===== src/rtl/fifo_ctrl_pkg.sv =====
// ============================================================================
//  fifo_ctrl_pkg
//  Shared types and constants for the FIFO write arbiter.
//  Revision: 1.0
// ============================================================================
`default_nettype none

package fifo_ctrl_pkg;

    typedef enum logic [0:0] {
        IDLE = 1'b0,
        LOCK = 1'b1
    } arb_state_e;

    localparam int STAT_CNT_W = 16;

    // Beat counter is wide enough for the largest permitted burst (15).
    localparam int BEAT_W = 4;

    function automatic logic [STAT_CNT_W-1:0] sat_inc(input logic [STAT_CNT_W-1:0] v);
        return (v == '1) ? v : v + STAT_CNT_W'(1);
    endfunction

endpackage

`default_nettype wire


===== src/rtl/rr_pick.sv =====
// ============================================================================
//  rr_pick
//  Combinational round-robin selector: first requester after last_grant.
//  Revision: 1.0
// ============================================================================
`default_nettype none

module rr_pick #(
    parameter int N_REQ = 4
) (
    input  logic [N_REQ-1:0]         req,
    input  logic [$clog2(N_REQ)-1:0] last_grant,
    output logic                     valid,
    output logic [$clog2(N_REQ)-1:0] idx
);

    localparam int IW = $clog2(N_REQ);
    localparam logic [IW-1:0] LAST_IDX = IW'(N_REQ - 1);

    logic [IW-1:0] cand;

    // Walk the ring explicitly so non-power-of-2 sizes wrap correctly.
    always_comb begin
        valid = 1'b0;
        idx   = '0;
        cand  = last_grant;
        for (int k = 0; k < N_REQ; k++) begin
            cand = (cand == LAST_IDX) ? '0 : cand + IW'(1);
            if (!valid && req[cand]) begin
                valid = 1'b1;
                idx   = cand;
            end
        end
    end

endmodule

`default_nettype wire


===== src/rtl/fifo_wr_arb.sv =====
// ============================================================================
//  fifo_wr_arb
//  Round-robin burst arbiter for N_REQ writers into one FIFO write port.
//  Optional per-requester write counters: define FIFO_WR_ARB_STATS_EN.
//  Revision: 1.0
// ============================================================================
`default_nettype none

module fifo_wr_arb
    import fifo_ctrl_pkg::*;
#(
    parameter int N_REQ     = 4,
    parameter int DW        = 8,
    parameter int BURST_LEN = 4
) (
    input  logic                     clk,
    input  logic                     rst_n,
    input  logic [N_REQ-1:0]         req,
    input  logic [N_REQ*DW-1:0]      req_data,
    output logic [N_REQ-1:0]         ack,
    output logic                     fifo_wr_en,
    output logic [DW-1:0]            fifo_wdata,
    input  logic                     fifo_full,
    output logic [$clog2(N_REQ)-1:0] owner,
    output logic                     busy
`ifdef FIFO_WR_ARB_STATS_EN
    ,
    input  logic [$clog2(N_REQ)-1:0] stat_sel,
    output logic [STAT_CNT_W-1:0]    stat_cnt
`endif
);

    localparam int IW = $clog2(N_REQ);
    localparam logic [BEAT_W-1:0] BURST_LAST = BEAT_W'(BURST_LEN);
    localparam logic [IW-1:0]     LAST_IDX   = IW'(N_REQ - 1);

    arb_state_e        state_q, state_d;
    logic [BEAT_W-1:0] beat_q, beat_d;
    logic [IW-1:0]     owner_q, owner_d;
    logic [IW-1:0]     last_grant_q, last_grant_d;

    logic              pick_valid;
    logic [IW-1:0]     pick_idx;
    logic [IW-1:0]     srv_idx;
    logic              srv_req;
    logic              wr;
    logic [DW-1:0]     req_data_arr [N_REQ];

    rr_pick #(
        .N_REQ (N_REQ)
    ) u_rr_pick (
        .req        (req),
        .last_grant (last_grant_q),
        .valid      (pick_valid),
        .idx        (pick_idx)
    );

    always_comb begin
        for (int i = 0; i < N_REQ; i++) begin
            req_data_arr[i] = req_data[i*DW +: DW];
        end
    end

    // rst_n gates the write path so ack/wr_en drop the instant reset asserts.
    always_comb begin
        srv_idx    = (state_q == LOCK) ? owner_q : pick_idx;
        srv_req    = (state_q == LOCK) ? req[owner_q] : pick_valid;
        wr         = srv_req & ~fifo_full & rst_n;
        ack        = '0;
        fifo_wr_en = wr;
        fifo_wdata = '0;
        if (wr) begin
            ack[srv_idx] = 1'b1;
            fifo_wdata   = req_data_arr[srv_idx];
        end
    end

    always_comb begin
        state_d      = state_q;
        beat_d       = beat_q;
        owner_d      = owner_q;
        last_grant_d = last_grant_q;
        case (state_q)
            IDLE: begin
                if (pick_valid) begin
                    if (wr && (BURST_LAST == BEAT_W'(1))) begin
                        last_grant_d = pick_idx;
                    end else begin
                        // A full FIFO still locks the owner, with no beats yet.
                        state_d = LOCK;
                        owner_d = pick_idx;
                        beat_d  = wr ? BEAT_W'(1) : '0;
                    end
                end
            end
            LOCK: begin
                if (!req[owner_q]) begin
                    state_d      = IDLE;
                    beat_d       = '0;
                    last_grant_d = owner_q;
                end else if (wr) begin
                    if (beat_q + BEAT_W'(1) == BURST_LAST) begin
                        state_d      = IDLE;
                        beat_d       = '0;
                        last_grant_d = owner_q;
                    end else begin
                        beat_d = beat_q + BEAT_W'(1);
                    end
                end
            end
            default: begin
                state_d = IDLE;
                beat_d  = '0;
            end
        endcase
    end

    always_ff @(posedge clk or negedge rst_n) begin
        if (!rst_n) begin
            state_q      <= IDLE;
            beat_q       <= '0;
            owner_q      <= '0;
            last_grant_q <= LAST_IDX;
        end else begin
            state_q      <= state_d;
            beat_q       <= beat_d;
            owner_q      <= owner_d;
            last_grant_q <= last_grant_d;
        end
    end

    assign busy  = (state_q == LOCK);
    assign owner = owner_q;

`ifdef FIFO_WR_ARB_STATS_EN
    logic [STAT_CNT_W-1:0] cnt_q [N_REQ];
    logic [STAT_CNT_W-1:0] cnt_d [N_REQ];

    always_comb begin
        for (int i = 0; i < N_REQ; i++) begin
            cnt_d[i] = ack[i] ? sat_inc(cnt_q[i]) : cnt_q[i];
        end
    end

    always_ff @(posedge clk or negedge rst_n) begin
        if (!rst_n) begin
            for (int i = 0; i < N_REQ; i++) begin
                cnt_q[i] <= '0;
            end
        end else begin
            for (int i = 0; i < N_REQ; i++) begin
                cnt_q[i] <= cnt_d[i];
            end
        end
    end

    assign stat_cnt = (int'(stat_sel) < N_REQ) ? cnt_q[stat_sel] : '0;
`endif

endmodule

`default_nettype wire


===== config.mk =====
export PLATFORM = sky130hd
export DESIGN_NAME = fifo_wr_arb
export DESIGN_NICKNAME = d
export VERILOG_FILES = /design/src/rtl/fifo_ctrl_pkg.sv /design/src/rtl/rr_pick.sv /design/src/rtl/fifo_wr_arb.sv
export SDC_FILE = /design/constraint.sdc
export NUM_CORES = 1
export LEC_CHECK = 0
export ABC_AREA = 1
export ABC_CLOCK_PERIOD_IN_PS = 3300
export CAP_MARGIN = 15
export CORE_UTILIZATION = 45
export DETAILED_ROUTE_END_ITERATION = 7
export PLACE_DENSITY = 0.86
export SYNTH_ARGS = -nofsm -noshare
export SYNTH_HDL_FRONTEND = slang
export SYNTH_SLANG_ARGS = --single-unit
export TNS_END_PERCENT = 50

===== constraint.sdc =====
create_clock -name clk -period 3.3 [get_ports clk]
set_input_delay 0.33 -clock clk [delete_from_list [all_inputs] [get_ports clk]]
set_output_delay 0.33 -clock clk [all_outputs]
set_load 0.005 [all_outputs]

==> flow_summary.yaml, run 1 <==
timing:
  min_period_over_period_pct: 99.5
  relSlewSlack_pct: 62.5
  rsz0062_at_grt: "true"
  fin_hold_ws_ns: 0.362
  drv_slew: 0
  setup_tns_ns: 0
  fin_crit_ns: 3.28
  fmax_mhz: 305
  max_slew.worst_pin.slew_ns: 0.562
  setup_viol: 0
  skew_ns: 0.0105
  hold_violations: 0
floorplanning:
  die_x_um: 54.3
  row_count: 18
  core_area_um2: 2520
  die_h_um: 54.3
  ios: 55
  initial_utilization_pct: 48.7
  die_area_um2: 2940
route:
  vias_per_cell: 5.35
  drc: 0
  antenna_left: 0
  drt_iter0_markers: 61
  routed_wl_um: 4100
  firstDrtPassIters: 4
  num_vias: 1637
  wl_per_cell_um: 13.4
global_route:
  grt_max_degree: 15
  grtUsageTotal_pct: 27.3
  grt_first_pass_wirelength_um: 5840
  gr-total-overflow: 0
  grt_pass1_vias: 1376
  antenna_found_initial: 0
worst_setup_path:
  cp_data_arrival_time_ns: 2.95
  timing.rr.start: "last_grant_q[0]$_DFFE_PN1P_"
  r2r_cells: 13
  reg2reg_to: "last_grant_q[0]$_DFFE_PN1P_"
  critPathKind: "reg -> out"
  r2r_slack_ns: 0.90
  start_kind: "register"
  crit_path_start: "last_grant_q[0]$_DFFE_PN1P_"
  critPathCaptureType: "output port"
  required_ns: 2.97
  cp_max_fo: 6
finish:
  layout.nets: 319
  drive_gt1_share_pct: 19.2
  mostFrequentLayoutCells: "86 x nand2_1, 43 x clkdlybuf4s50_1, 24 x nand3_1"
  areaGrowthSynthToFinish_pct: 65.6
  final_area_um2: 2030
  stdcell_count: 306
  diodes: 0
  layout_commonest_cell: "nand2_1"
logic_synthesis:
  synth_nets: 250
  avgSynthCellArea_um2: 5.91
  synth-seq-cells: 9
  yosysSeqAreaShare_pct: 18.5
  synthCells: 208
  synth_warnings: 0
  synth.distinct_cells: 33
  netlist_area_um2: 1230
placement:
  gp_congestion: 0.908
  dp.cells: 291
  io_buffers: 54
  hpwl_um: 2780
  placed_area_um2: 1800
clock_network:
  clkLatencyLatePin_ns: 0.28
  cts_made_buffers: 3
  clkSinkCount: 9
  clk_pin_slew_ns: 0.07
  cts_hold_buf: 0
  cts_htree_levels: 1
  tritoncts: "done"
  clock-root-buffer: "clkbuf_4"
  clockBufferDepth: 2
power_and_ir_drop:
  power_mw: 2.31
  power.density_nw_per_um2: 1140
  ir_drop_v: 0.000968
  p_leak_nw: 1.13
job:
  drv_cap: 0
min_path:
  min_path_type: "in -> async"
status:
  status: "finished clean"
final cells by class:
type | count | area [um^2]
multi-input cells | 174 | 967
flip-flops and latches | 9 | 228
fillers | 186 | 488
repair buffers | 68 | 693
inverters | 21 | 81.3
clock buffers | 3 | 22.5
clock inverters | 1 | 5.00
well taps | 30 | 37.5
per-stage QoR:
step	setup slack, ns	util [%]
after global routing	-0.116	80.7
after floorplan	0.909	-
after detailed placement	0.159	71.3
after CTS	0.00882	77.7
final	0.0178	80.7
after global placement	0.194	71.3
state kept, by name, indices dropped and copies added (netlist names):
register,cells
last_grant_q,2
owner,2
beat_q,4
busy,1
report_power, final:
group / total [mW] / leakage [nW] / internal (mW) / switching, mW
Sequential: 0.223 / 0.110 / 0.163 / 0.0605
Combinational: 2.00 / 1.01 / 0.815 / 1.18
Clock: 0.0906 / 0.0177 / 0.0449 / 0.0457
cells in the mapped netlist:
cell type  count  area (um^2)
nand2_4        1         11.3
nor2_8         1         20.0
nor2_1         4         15.0
ha_1           3         37.5
a21oi_2        5         43.8
o22ai_1        1         6.26
clkbuf_2       1         5.00
a21oi_1        6         30.0
inv_2          5         18.8
nand2_2        2         12.5
o21ai_0        9         45.0
buf_4          1         7.51
o21a_1         1         7.51
buf_2          2         10.0
o21ai_1        2         10.0
dfstp_2        2         52.6
xnor2_1        2         17.5
nand2_1       91          342
inv_1         16         60.1
o21ai_2        2         17.5
o41ai_1        1         8.76
o21bai_1       2         15.0
buf_6          1         11.3
clkbuf_1       1         3.75
nor2_2         1         6.26
nand3_1       25          125
nand3_4        1         17.5
nor2_4         2         22.5
nand3_2        2         20.0
nor3_1         4         20.0
dfrtp_1        7          175
buf_8          1         15.0
nand4_1        3         18.8
worst max-delay path by stage:
stage / end / depth (start not counted)
after floorplan: fifo_wdata[1] / 15
after global placement: fifo_wdata[5] / 16
after detailed placement: fifo_wdata[6] / 16
after CTS: fifo_wdata[1] / 16
after global routing: fifo_wdata[7] / 16
final: fifo_wdata[7] / 16
repair_timing:
action,CTS,global route
setup buffers,6,2
setup endpoints to repair,11,12
resized for setup,11,17
pin swaps,4,3
cloned,3,0
kinds of logic after synthesis:
kind of cell    Yosys count  synth area share [%]
flops                     9                  18.5
fa+ha+maj                 3                  3.06
buf+inv                  28                  10.7
compound gates           29                  15.0
simple gates            137                  51.3
xor+xnor                  2                  1.43
critical path, stage by stage (launching register included):
cell and delay [ns]:
dfstp_2 0.58, ha_4 0.24, inv_2 0.08, nand3_1 0.12, nand2_2 0.10, inv_1 0.08, nand2_1 0.11, nand2_1 0.07
nand2_2 0.10, nand3_4 0.13, buf_12 0.17, nand2_8 0.07, nand2_1 0.07, nand2_1 0.07, nand2_1 0.06, a21oi_2 0.12
clkdlybuf4s50_1 0.51
metal layers:
metal,vias to the layer above,part of all wire (%),track usage (%)
li1,819,-,-
met1,744,41,35.0
met2,63,51,46.7
met3,11,5.9,3.89
met4,0,2.0,8.12
met5,-,0,0
(Power assumes the default switching activity.)
==> inputs of run 2 (changes only) <==
- SLEW_MARGIN: unset -> 40
==> results of run 2 <==
No change in the layout: final DEF, timing and power equal those of run 1.
